==> src/rtl/uart_tx_arbiter.sv <==
// Round-robin arbiter that hands one requester's byte at a time to a UART
// transmitter and supervises each transfer with a cycle timeout.
module uart_tx_arbiter #(
    parameter int          NUM_REQ     = 4,
    parameter logic [15:0] TIMEOUT_CYC = 16'd65535
) (
    input  logic                 i_Clock,
    input  logic                 i_reset,
    input  logic [NUM_REQ-1:0]   i_req,
    input  logic [8*NUM_REQ-1:0] i_req_data,
    output logic [NUM_REQ-1:0]   o_ack,
    output logic [NUM_REQ-1:0]   o_done,
    output logic [NUM_REQ-1:0]   o_grant,
    output logic                 o_tx_start,
    output logic [7:0]           o_tx_data,
    input  logic                 i_tx_active,
    input  logic                 i_tx_done,
    output logic                 o_timeout,
    output logic [1:0]           o_dbg_state
);

    localparam int IW = (NUM_REQ > 1) ? $clog2(NUM_REQ) : 1;

    typedef enum logic [1:0] {
        IDLE      = 2'd0,
        START     = 2'd1,
        WAIT_ACT  = 2'd2,
        WAIT_DONE = 2'd3
    } state_t;

    state_t        state;
    logic [IW-1:0] last_winner;
    logic [IW-1:0] cur_idx;
    logic [15:0]   cnt;
    logic          any_req;
    logic [IW-1:0] rr_idx;

    assign o_dbg_state = state;

    // Handshake: requester k holds i_req[k] and its byte until o_ack[k]; the byte
    // is captured with the ack, and o_done[k] follows the transmitter's i_tx_done.
    // The search runs from the farthest offset down so the nearest requester after
    // last_winner is the one left standing.
    always_comb begin
        int idx;
        idx     = 0;
        any_req = 1'b0;
        rr_idx  = '0;
        for (int off = NUM_REQ; off >= 1; off--) begin
            idx = int'(last_winner) + off;
            if (idx >= NUM_REQ) idx = idx - NUM_REQ;
            if (i_req[IW'(idx)]) begin
                any_req = 1'b1;
                rr_idx  = IW'(idx);
            end
        end
    end

    always_ff @(posedge i_Clock) begin
        if (i_reset) begin
            state       <= IDLE;
            o_ack       <= '0;
            o_done      <= '0;
            o_grant     <= '0;
            o_tx_start  <= 1'b0;
            o_tx_data   <= 8'h00;
            o_timeout   <= 1'b0;
            cnt         <= '0;
            cur_idx     <= '0;
            last_winner <= IW'(NUM_REQ - 1);
        end else begin
            o_ack      <= '0;
            o_done     <= '0;
            o_tx_start <= 1'b0;
            case (state)
                IDLE: begin
                    if (any_req && !i_tx_active) begin
                        o_grant   <= NUM_REQ'(1) << rr_idx;
                        o_ack     <= NUM_REQ'(1) << rr_idx;
                        o_tx_data <= i_req_data[rr_idx*8 +: 8];
                        cur_idx   <= rr_idx;
                        state     <= START;
                    end
                end
                START: begin
                    o_tx_start <= 1'b1;
                    cnt        <= '0;
                    state      <= WAIT_ACT;
                end
                WAIT_ACT, WAIT_DONE: begin
                    cnt <= cnt + 16'd1;
                    // A completion in the same cycle as the deadline still counts as done.
                    if (i_tx_done) begin
                        o_done      <= o_grant;
                        last_winner <= cur_idx;
                        o_grant     <= '0;
                        state       <= IDLE;
                    end else if (cnt == TIMEOUT_CYC - 16'd1) begin
                        o_timeout   <= 1'b1;
                        last_winner <= cur_idx;
                        o_grant     <= '0;
                        state       <= IDLE;
                    end else if (state == WAIT_ACT && i_tx_active) begin
                        state <= WAIT_DONE;
                    end
                end
                default: state <= IDLE;
            endcase
        end
    end

endmodule

==> config.mk <==
export PLATFORM = sky130hd
export DESIGN_NAME = uart_tx_arbiter
export DESIGN_NICKNAME = d
export VERILOG_FILES = /design/src/rtl/uart_tx_arbiter.sv
export SDC_FILE = /design/constraint.sdc
export NUM_CORES = 1
export LEC_CHECK = 0
export ABC_AREA = 1
export BUFFER_PORTS_ARGS = -buffer_cell sky130_fd_sc_hd__buf_2
export CAP_MARGIN = 40
export CORE_UTILIZATION = 45
export CTS_CLUSTER_DIAMETER = 100
export CTS_CLUSTER_SIZE = 24
export DETAILED_ROUTE_END_ITERATION = 7
export PLACE_DENSITY = 0.73
export SLEW_MARGIN = 25
export SYNTH_ARGS = -nofsm -noshare
export SYNTH_HDL_FRONTEND = slang
export SYNTH_SLANG_ARGS = --single-unit
==> constraint.sdc <==
create_clock -name i_Clock -period 1.6 [get_ports i_Clock]
set_input_delay 0.16 -clock i_Clock [delete_from_list [all_inputs] [get_ports i_Clock]]
set_output_delay 0.16 -clock i_Clock [all_outputs]
set_load 0.05 [all_outputs]
# After elaboration in Yosys (flattened, before gate mapping)
# Cells that the tools add are included.
# classes
addsub,9
order_cmp,8
n_eq_ne,7
shift,2
n_mux,37
bitwise,4
reduce_logical,15
# op_table
operator,count
16-bit case mux with 2 select lines,1
32-bit by 6-bit indexed part select with 8-bit output,1
2-bit 2-to-1 mux,14
16-bit by 1-bit adder with 16-bit output (second input constant),1
16-bit equality test (second input constant),1
2-bit by 4-bit less-than comparator with 1-bit output (second input constant),4
1-bit 2-to-1 mux,13
4-bit 2-to-1 mux,3
3-bit >= comparator (second input constant),3
1-bit binary-select mux with 2-bit select,4
4-bit case mux with 2 select lines,1
2-bit by 1-bit subtractor with 2-bit output (second input constant),4
2-bit by 2-bit adder with 3-bit output (second input constant),2
2-bit case mux with 3 select lines,1
2-bit AND reduction,3
3-bit AND reduction,2
2-bit nonzero test,3
3-bit OR reduction,2
2-bit by 3-bit adder with 4-bit output (second input constant),1
2-bit equality test (second input constant),2
4-bit by 3-bit >= comparator with 1-bit output (second input constant),1
4-bit != test (second input constant),1
1-bit NOT,4
1-bit by 2-bit << shifter with 4-bit output (first input constant),1
other kinds (8),9
# word_totals
ff_bits,44
inputBits,40
output_inout_bits,24
word_cells,92

# Longest topological paths before layout
# Gate-level depths: netlist of the first run.
# logic_depth
word_depth,13
ltp_mapped,16
depth_no_buf,14

# Worst setup path after synthesis of the first run
# Ideal clock, no wire load.
# synth_path
path_kind,register to register
startpoint,reg state[1] (netlist: o_dbg_state[1])
endpoint,reg cnt[15]
setup_ns,0.116
arrival_ns,1.780
t_required_ns,1.484
path_slack_ns,-0.296
stages_incl_launch_ff,9
n_path_buf,1
period_less_slack_ns,1.896
cell_sequence,dfxtp_1 > buf_2 > nand2_1 > inv_1 > nand3_1 > nor4_1 > nand2_1 > o211ai_1 > inv_1
# synth_via
elab_chain_cells,3
elab_cells_between_ends,6
classes_between,eq/ne: 3; mux: 1; reduce/logical: 2
# synth_lines
element,line_no,rtl
"start, declared",31,state_t state;
"start signal, assigned",61,state <= IDLE;
"start signal, assigned",82,state <= START;
"start signal, assigned",88,state <= WAIT_ACT;
2-bit equality test,75,case (state)
2-bit OR reduction,75,
16-bit case mux with 2 select lines / 2-bit nonzero test (equally long branches),-,
"end signal, assigned",91,cnt <= cnt + 16'd1;
"end, declared",34,logic [15:0] cnt;
# Several ways; a longest one is shown, not always the timed one.
# A chain may end at the register's enable or synchronous reset.

# Worst setup path in the final report of the first run
# layout_path
startpoint,reg last_winner[0]
endpoint,reg cur_idx[0]
# layout_via
elab_chain_cells,12
elab_cells_between_ends,38
classes_between,add/sub: 8; order compare: 4; mux: 24; reduce/logical: 2
# layout_lines
element,line_no,rtl
"start, declared",32,logic [IW-1:0] last_winner;
"start signal, assigned",70,last_winner <= IW'(NUM_REQ - 1);
"start signal, assigned",95,last_winner <= cur_idx;
"start signal, assigned",100,last_winner <= cur_idx;
2-bit by 3-bit adder with 4-bit output,50,idx = int'(last_winner) + off;
4-bit by 3-bit >= comparator with 1-bit output / 2-bit by 1-bit subtractor with 2-bit output (equally long branches),51,if (idx >= NUM_REQ) idx = idx - NUM_REQ;
2-bit 2-to-1 mux,51,
1-bit binary-select mux with 2-bit select,52,if (i_req[IW'(idx)]) begin
1-bit 2-to-1 mux (implied by the code) (2 in a row),52,
1-bit 2-to-1 mux (4 in a row),52,
1-bit logical AND,77,if (any_req && !i_tx_active) begin
2-bit AND reduction (no source line),-,
"end signal, assigned",81,cur_idx <= rr_idx;
"end, declared",33,logic [IW-1:0] cur_idx;
# Several ways; a longest one is shown, not always the timed one. The select of a mux whose other input is x is not followed.

==> flow_metrics.tcl, run 1 <==
set metrics [dict create \
    die_area_um2 5280 \
    synth_flop_cell "dfxtp_1" \
    postSynthAreaPerCell_um2 6.98 \
    path_class "reg2reg" \
    coreArea_um2 4750 \
    grtUsageMet2_pct 39.1 \
    crit_fanout 8 \
    drtAntennaViolNets 0 \
    die_h_um 72.7 \
    cpMostUsedCell "nand2_2" \
    finalSetupViolCount 14 \
    critPathMaxStageDelay_ns 0.45 \
    synth_top_area_share_pct 39.2 \
    rsz0062_at_grt "yes" \
    yosysTopAreaCell "dfxtp_1" \
    layout_worst_path_cycle_share_pct 104 \
    yosys_warnings 0 \
    hp-class "in2reg" \
    antenna_cells 0 \
    cp-start-kind "flop" \
    h-tree-depth 2 \
    antenna_found_initial 0 \
    finalPower_mw 4.28 \
    relSlewSlack_pct 76.6 \
    grt_use_total_pct 22.7 \
    syn_area_um2 2250 \
    clock-root-buffer "clkbuf_8" \
    p_leak_nw 1.47 \
    drive_gt1_share_pct 40.8 \
    yosysUniqueCellTypes 32 \
    ios 64 \
    drt_iter0_drc 175 \
    hold_viol 0 \
    num_vias 2508 \
    grt_start_max_net_pins 21 \
    synthArstFlopShare_pct 0 \
    syn_inst 322 \
    skew_ns 0.00713 \
    viasPerCell 5.24 \
    synth_fp_nets 364 \
    place.port_buffers 63 \
    finalCoreUtilization_pct 66.7 \
    end_kind "flop" \
    worst-path-buf-inv 2 \
    instances_no_fill 479 \
    pre_cts_ws_ns -0.138 \
    violations "negative setup slack" \
    fin_nets 453 \
    drv_cap 0 \
    met1_usage_pct 27.7 \
    place.gp.congestion 0.928 \
    rows 25 \
    grt_busiest_layer "met2" \
    worst_slack_ns -0.0696 \
    final_cell_mix "buf_2, nand2_1, dfxtp_1, nor2_1, nand3_1" \
    period_minus_slack_ns 1.67 \
    grt_pass1_wl_um 9430 \
    clk_latency_ns 0.30 \
    clkTransAtPathRegs_ns 0.09 \
    numCtsBuffers 5 \
    yosys-top-cells-area "dfxtp_1, nand2_1, nand3_1" \
    drc 0 \
    cp.required_ns 1.79 \
    finalWirelength_um 6190 \
    grtUsageMet3_pct 5.25 \
    rrSetupSlack_ns -0.07 \
    start_util_pct 47.3 \
    ys_seq_elements 44 \
    die_w_um 72.7 \
    grt_pass1_vias 2249 \
    cp.arrival_ns 1.86 \
    cts_sinks 44 \
    worst_pin_slew_ns 0.347 \
    overflow 0 \
    numPlacedInstances 461 \
    dp_hpwl_um 4230 \
    cts_buffer_depth 2 \
    path_cells "nand2_2 -> nand2_4 -> a21oi_1 -> nand3b_1 -> nand2_2 -> nor3_4 -> buf_6 -> nand3_1 -> o211ai_1 -> inv_1" \
    synth_edf_count 0 \
    fin_tns_setup_ns -0.670 \
    finalMaxSlewViolations 0 \
    cp_top_family "simple AND/OR/NAND/NOR gates" \
    tritoncts "done" \
    powerDensity_nw_per_um2 1350 \
    post_drt_wl_per_cell_um 12.9 \
    ir_drop_v 0.00106 \
    final_common_cell "buf_2" \
    status "complete, but fails checks" \
    drtPass1Iterations 4 \
    ys_seq_area_share_pct 39.2 \
    clock.fmax_mhz 599 \
    cp_slowest_cell "dfxtp_4" \
    syn_to_final_growth_pct 41.1 \
]
[worst reg2reg max path: stages, from the launching register on]
cell and delay, ns:
dfxtp_4 0.45, nand2_2 0.10, nand2_4 0.10, a21oi_1 0.06, nand3b_1 0.10, nand2_2 0.07, nor3_4 0.28, buf_6 0.18
nand3_1 0.06, o211ai_1 0.10, inv_1 0.05
[final timing paths]
kind,from,endpoint,depth (start not counted)
worst max-delay path,last_winner[0],cur_idx[0],10
worst max register to register,last_winner[0],cur_idx[0],10
worst min register to register,o_timeout,o_timeout,2
worst min-delay path,i_req_data[7],o_tx_data[7],5
[sequential cells by signal, indices dropped and copies added (netlist names)]
register	flops
cnt	16
o_tx_data	8
o_ack	4
o_done	4
o_grant	4
cur_idx	2
last_winner	2
o_dbg_state	2
o_timeout	1
o_tx_start	1
[power by group]
group,internal [mW],switching (mW),leakage (nW)
logic,0.730,1.34,1.05
clock network,0.471,0.406,0.0548
registers,1.24,0.0989,0.362
[repair_timing]
| action | in CTS | in global routing |
|---|---|---|
| endpoints found under the setup margin | 19 | 27 |
| cloned | 0 | 3 |
| setup buffers | 0 | 7 |
| pin swaps | 0 | 9 |
| hold buffers | 0 | 0 |
| resized for setup | 7 | 53 |
[logic make-up (layout without fill, tap and decap cells)]
group           Yosys count  count (layout)  share of synthesized area [%]
simple gates            186             186                           39.0
buf+inv                  48             138                           9.69
flops                    44              44                           39.2
compound gates           42              42                           11.0
fa+ha+maj                 2               2                           1.11
[synth_stat cells (all sizes together) (3+ instances only)]
cell type  number
nand2          74
dfxtp          44
nor2           41
nand3          39
inv            34
nand4          16
o21ai          14
a21oi          12
nor3           12
buf            10
a211oi          4
o211ai          4
o22ai           4
clkbuf          3
[stage by stage]
| stage | hold slack, ns | instance area, um^2 |
|---|---|---|
| 6_report | 0.172 | 3170 |
| 5_1_grt | 0.197 | 3170 |
| 4_1_cts | 0.167 | 2900 |
| 3_5_place_dp | 0.455 | 2770 |
| 3_3_place_gp | 0.448 | 2770 |
| 2_1_floorplan | 0.260 | 2260 |
[final cells by class]
| cell class | instances | area [um^2] |
|---|---|---|
| Tap cell | 67 | 83.8 |
| Clock buffer | 5 | 68.8 |
| Sequential cell | 44 | 900 |
| Timing Repair Buffer | 95 | 617 |
| Fill cell | 398 | 1580 |
| Inverter | 35 | 141 |
| Multi-Input combinational cell | 230 | 1320 |
| Clock inverter | 3 | 46.3 |
[routing by layer]
| metal | wire (um) | up-vias | share of wire [%] |
|---|---|---|---|
| li1 | - | 1255 | - |
| met3 | 328 | 12 | 5.3 |
| met5 | 0 | - | 0 |
| met4 | 80 | 0 | 1.3 |
| met2 | 2990 | 79 | 48 |
| met1 | 2790 | 1162 | 45 |
Power figures use the tool's default switching activity.
==> run 2, diff against run 1 <==
--- a/config.mk
+++ b/config.mk
@@ -12,8 +12,8 @@
 export CTS_CLUSTER_DIAMETER = 100
 export CTS_CLUSTER_SIZE = 24
 export DETAILED_ROUTE_END_ITERATION = 7
-export PLACE_DENSITY = 0.73
-export SLEW_MARGIN = 25
+export PLACE_DENSITY = 0.71
+export SLEW_MARGIN = 20
 export SYNTH_ARGS = -nofsm -noshare
 export SYNTH_HDL_FRONTEND = slang
 export SYNTH_SLANG_ARGS = --single-unit
==> constraint.sdc (replaced) <==
create_clock -name i_Clock -period 2 [get_ports i_Clock]
set_input_delay 0.2 -clock i_Clock [delete_from_list [all_inputs] [get_ports i_Clock]]
set_output_delay 0.2 -clock i_Clock [all_outputs]
set_load 0.05 [all_outputs]
==> flow_metrics.tcl, run 2 (synthesized netlist as in run 1, its figures left out) <==
set metrics [dict create \
    status "complete, no violations" \
    drv_cap 0 \
    period_minus_slack_ns 1.79 \
    finalMaxSlewViolations 0 \
    syn_to_final_growth_pct 21.7 \
    numCtsBuffers 5 \
    num_vias 2308 \
    top_layer "met4" \
    finalWirelength_um 5180 \
    path_cells "inv_2 -> nand2_1 -> nand2_2 -> nand2_2 -> nand2_1 -> inv_2 -> nand2_2 -> nand2_4 -> nand2_2 -> nand3_1 -> nand3_1 -> nor2_1 -> nor2_1" \
    finalCoreUtilization_pct 57.5 \
    hold_viol 0 \
    ios 64 \
    cp.arrival_ns 1.98 \
    place.port_buffers 63 \
    drc 0 \
    grt_start_max_net_pins 21 \
    hp-class "in2reg" \
    fin_hold_ws_ns 0.200 \
    antenna_found_initial 0 \
    place.gp.congestion 0.839 \
    final_cell_mix "nand2_1, buf_2, dfxtp_1, nor2_1, nand3_1" \
    worst-path-buf-inv 2 \
    layout_worst_path_cycle_share_pct 89.4 \
    rsz0062_at_grt "no" \
    end_kind "flop" \
    die_w_um 72.7 \
    post-cts-setup-buffers 0 \
    start_util_pct 47.3 \
    die_h_um 72.7 \
    drt_iter0_drc 126 \
    cp.required_ns 2.19 \
    wl_met2_um 2360 \
    coreArea_um2 4750 \
    final_common_cell "nand2_1" \
    rows 25 \
    clock-root-buffer "clkbuf_8" \
    cp_slowest_cell "dfxtp_1" \
    p_leak_nw 1.28 \
    viasPerCell 5.08 \
    wl_met3_um 356 \
    clk_latency_ns 0.30 \
    ir_drop_v 0.000572 \
    tritoncts "done" \
    powerDensity_nw_per_um2 1110 \
    fin_nets 428 \
    clkTransAtPathRegs_ns 0.09 \
    drive_gt1_share_pct 26.4 \
    drtAntennaViolNets 0 \
    cpMostUsedCell "nand2_2" \
    clock.fmax_mhz 559 \
    top_regs "cnt x16, o_tx_data x8" \
    grt_pass1_vias 2027 \
    cp_top_family "simple AND/OR/NAND/NOR gates" \
    cts_buffer_depth 2 \
    instances_no_fill 454 \
    worst_pin_slew_ns 0.433 \
    grt_use_total_pct 21.1 \
    crit_fanout 20 \
    post_cts_resized 0 \
    finalSetupViolCount 0 \
    grt_pass1_wl_um 8700 \
    critPathMaxStageDelay_ns 0.43 \
    drt-met1-wl_um 2400 \
    numPlacedInstances 446 \
    die_area_um2 5280 \
    h-tree-depth 2 \
    largest_register_ffs 16 \
    post_drt_wl_per_cell_um 11.4 \
    skew_ns 0.00795 \
    overflow 0 \
    relSlewSlack_pct 70.8 \
    largest-register "cnt" \
    path_class "reg2reg" \
    drtPass1Iterations 4 \
    cp-start-kind "flop" \
    dp_hpwl_um 3920 \
    fin_tns_setup_ns 0 \
    cts_sinks 44 \
    antenna_cells 0 \
    cts_hold_buffers 0 \
]
run 2: cell count changes in the layout (fill, tap and decap cells not counted), sizes merged:
cell      previous run  this run
clkinv               0         3
clkbuf               6         5
inv                 36        34
clkinvlp             1         0
buf                 94        70
run 2: metrics by stage:
step	setup WS, ns	instance area, um^2	total power, mW
final	0.212	2740	3.04
after global routing	0.0156	2740	3.23
after CTS	0.0946	2730	3.06
after detailed placement	0.0996	2620	2.36
after global placement	0.191	2620	2.35
after floorplan	0.104	2250	2.11
run 2: power by group:
part	total (mW)	switching [mW]	leakage, nW	internal (mW)
Combinational	1.28	0.918	0.861	0.365
Clock	0.690	0.314	0.0583	0.376
Sequential	1.06	0.0789	0.358	0.985
Total	3.04	1.31	1.28	1.73
run 2: metal layers:
layer,track usage [%],vias up
met1,26.8,1013
met4,7.19,0
li1,-,1206
met2,34.7,84
met3,5.52,5
met5,0,-
run 2: final cells by class:
cell class	count	area, um^2
inverters	35	136
clock inverters	3	47.5
flip-flops and latches	44	882
multi-input cells	230	1150
clock buffers	5	68.8
fillers	465	2020
well taps	67	83.8
repair buffers	70	368
run 2: worst paths after layout:
kind,from,cells past startpoint,end,slack (ns)
max,last_winner[1],13,o_tx_data[0],0.21
min,i_req_data[5],5,o_tx_data[5],0.20
max reg2reg,last_winner[1],13,o_tx_data[0],0.21
min reg2reg,cnt[11],2,cnt[11],0.48
run 2: worst register-to-register path, cell delays in order (launching register included):
cell	delay (ns)
dfxtp_1	0.43
inv_2	0.08
nand2_1	0.08
nand2_2	0.07
nand2_2	0.10
nand2_1	0.07
inv_2	0.07
nand2_2	0.06
nand2_4	0.06
nand2_2	0.23
nand3_1	0.16
nand3_1	0.11
nor2_1	0.11
nor2_1	0.04
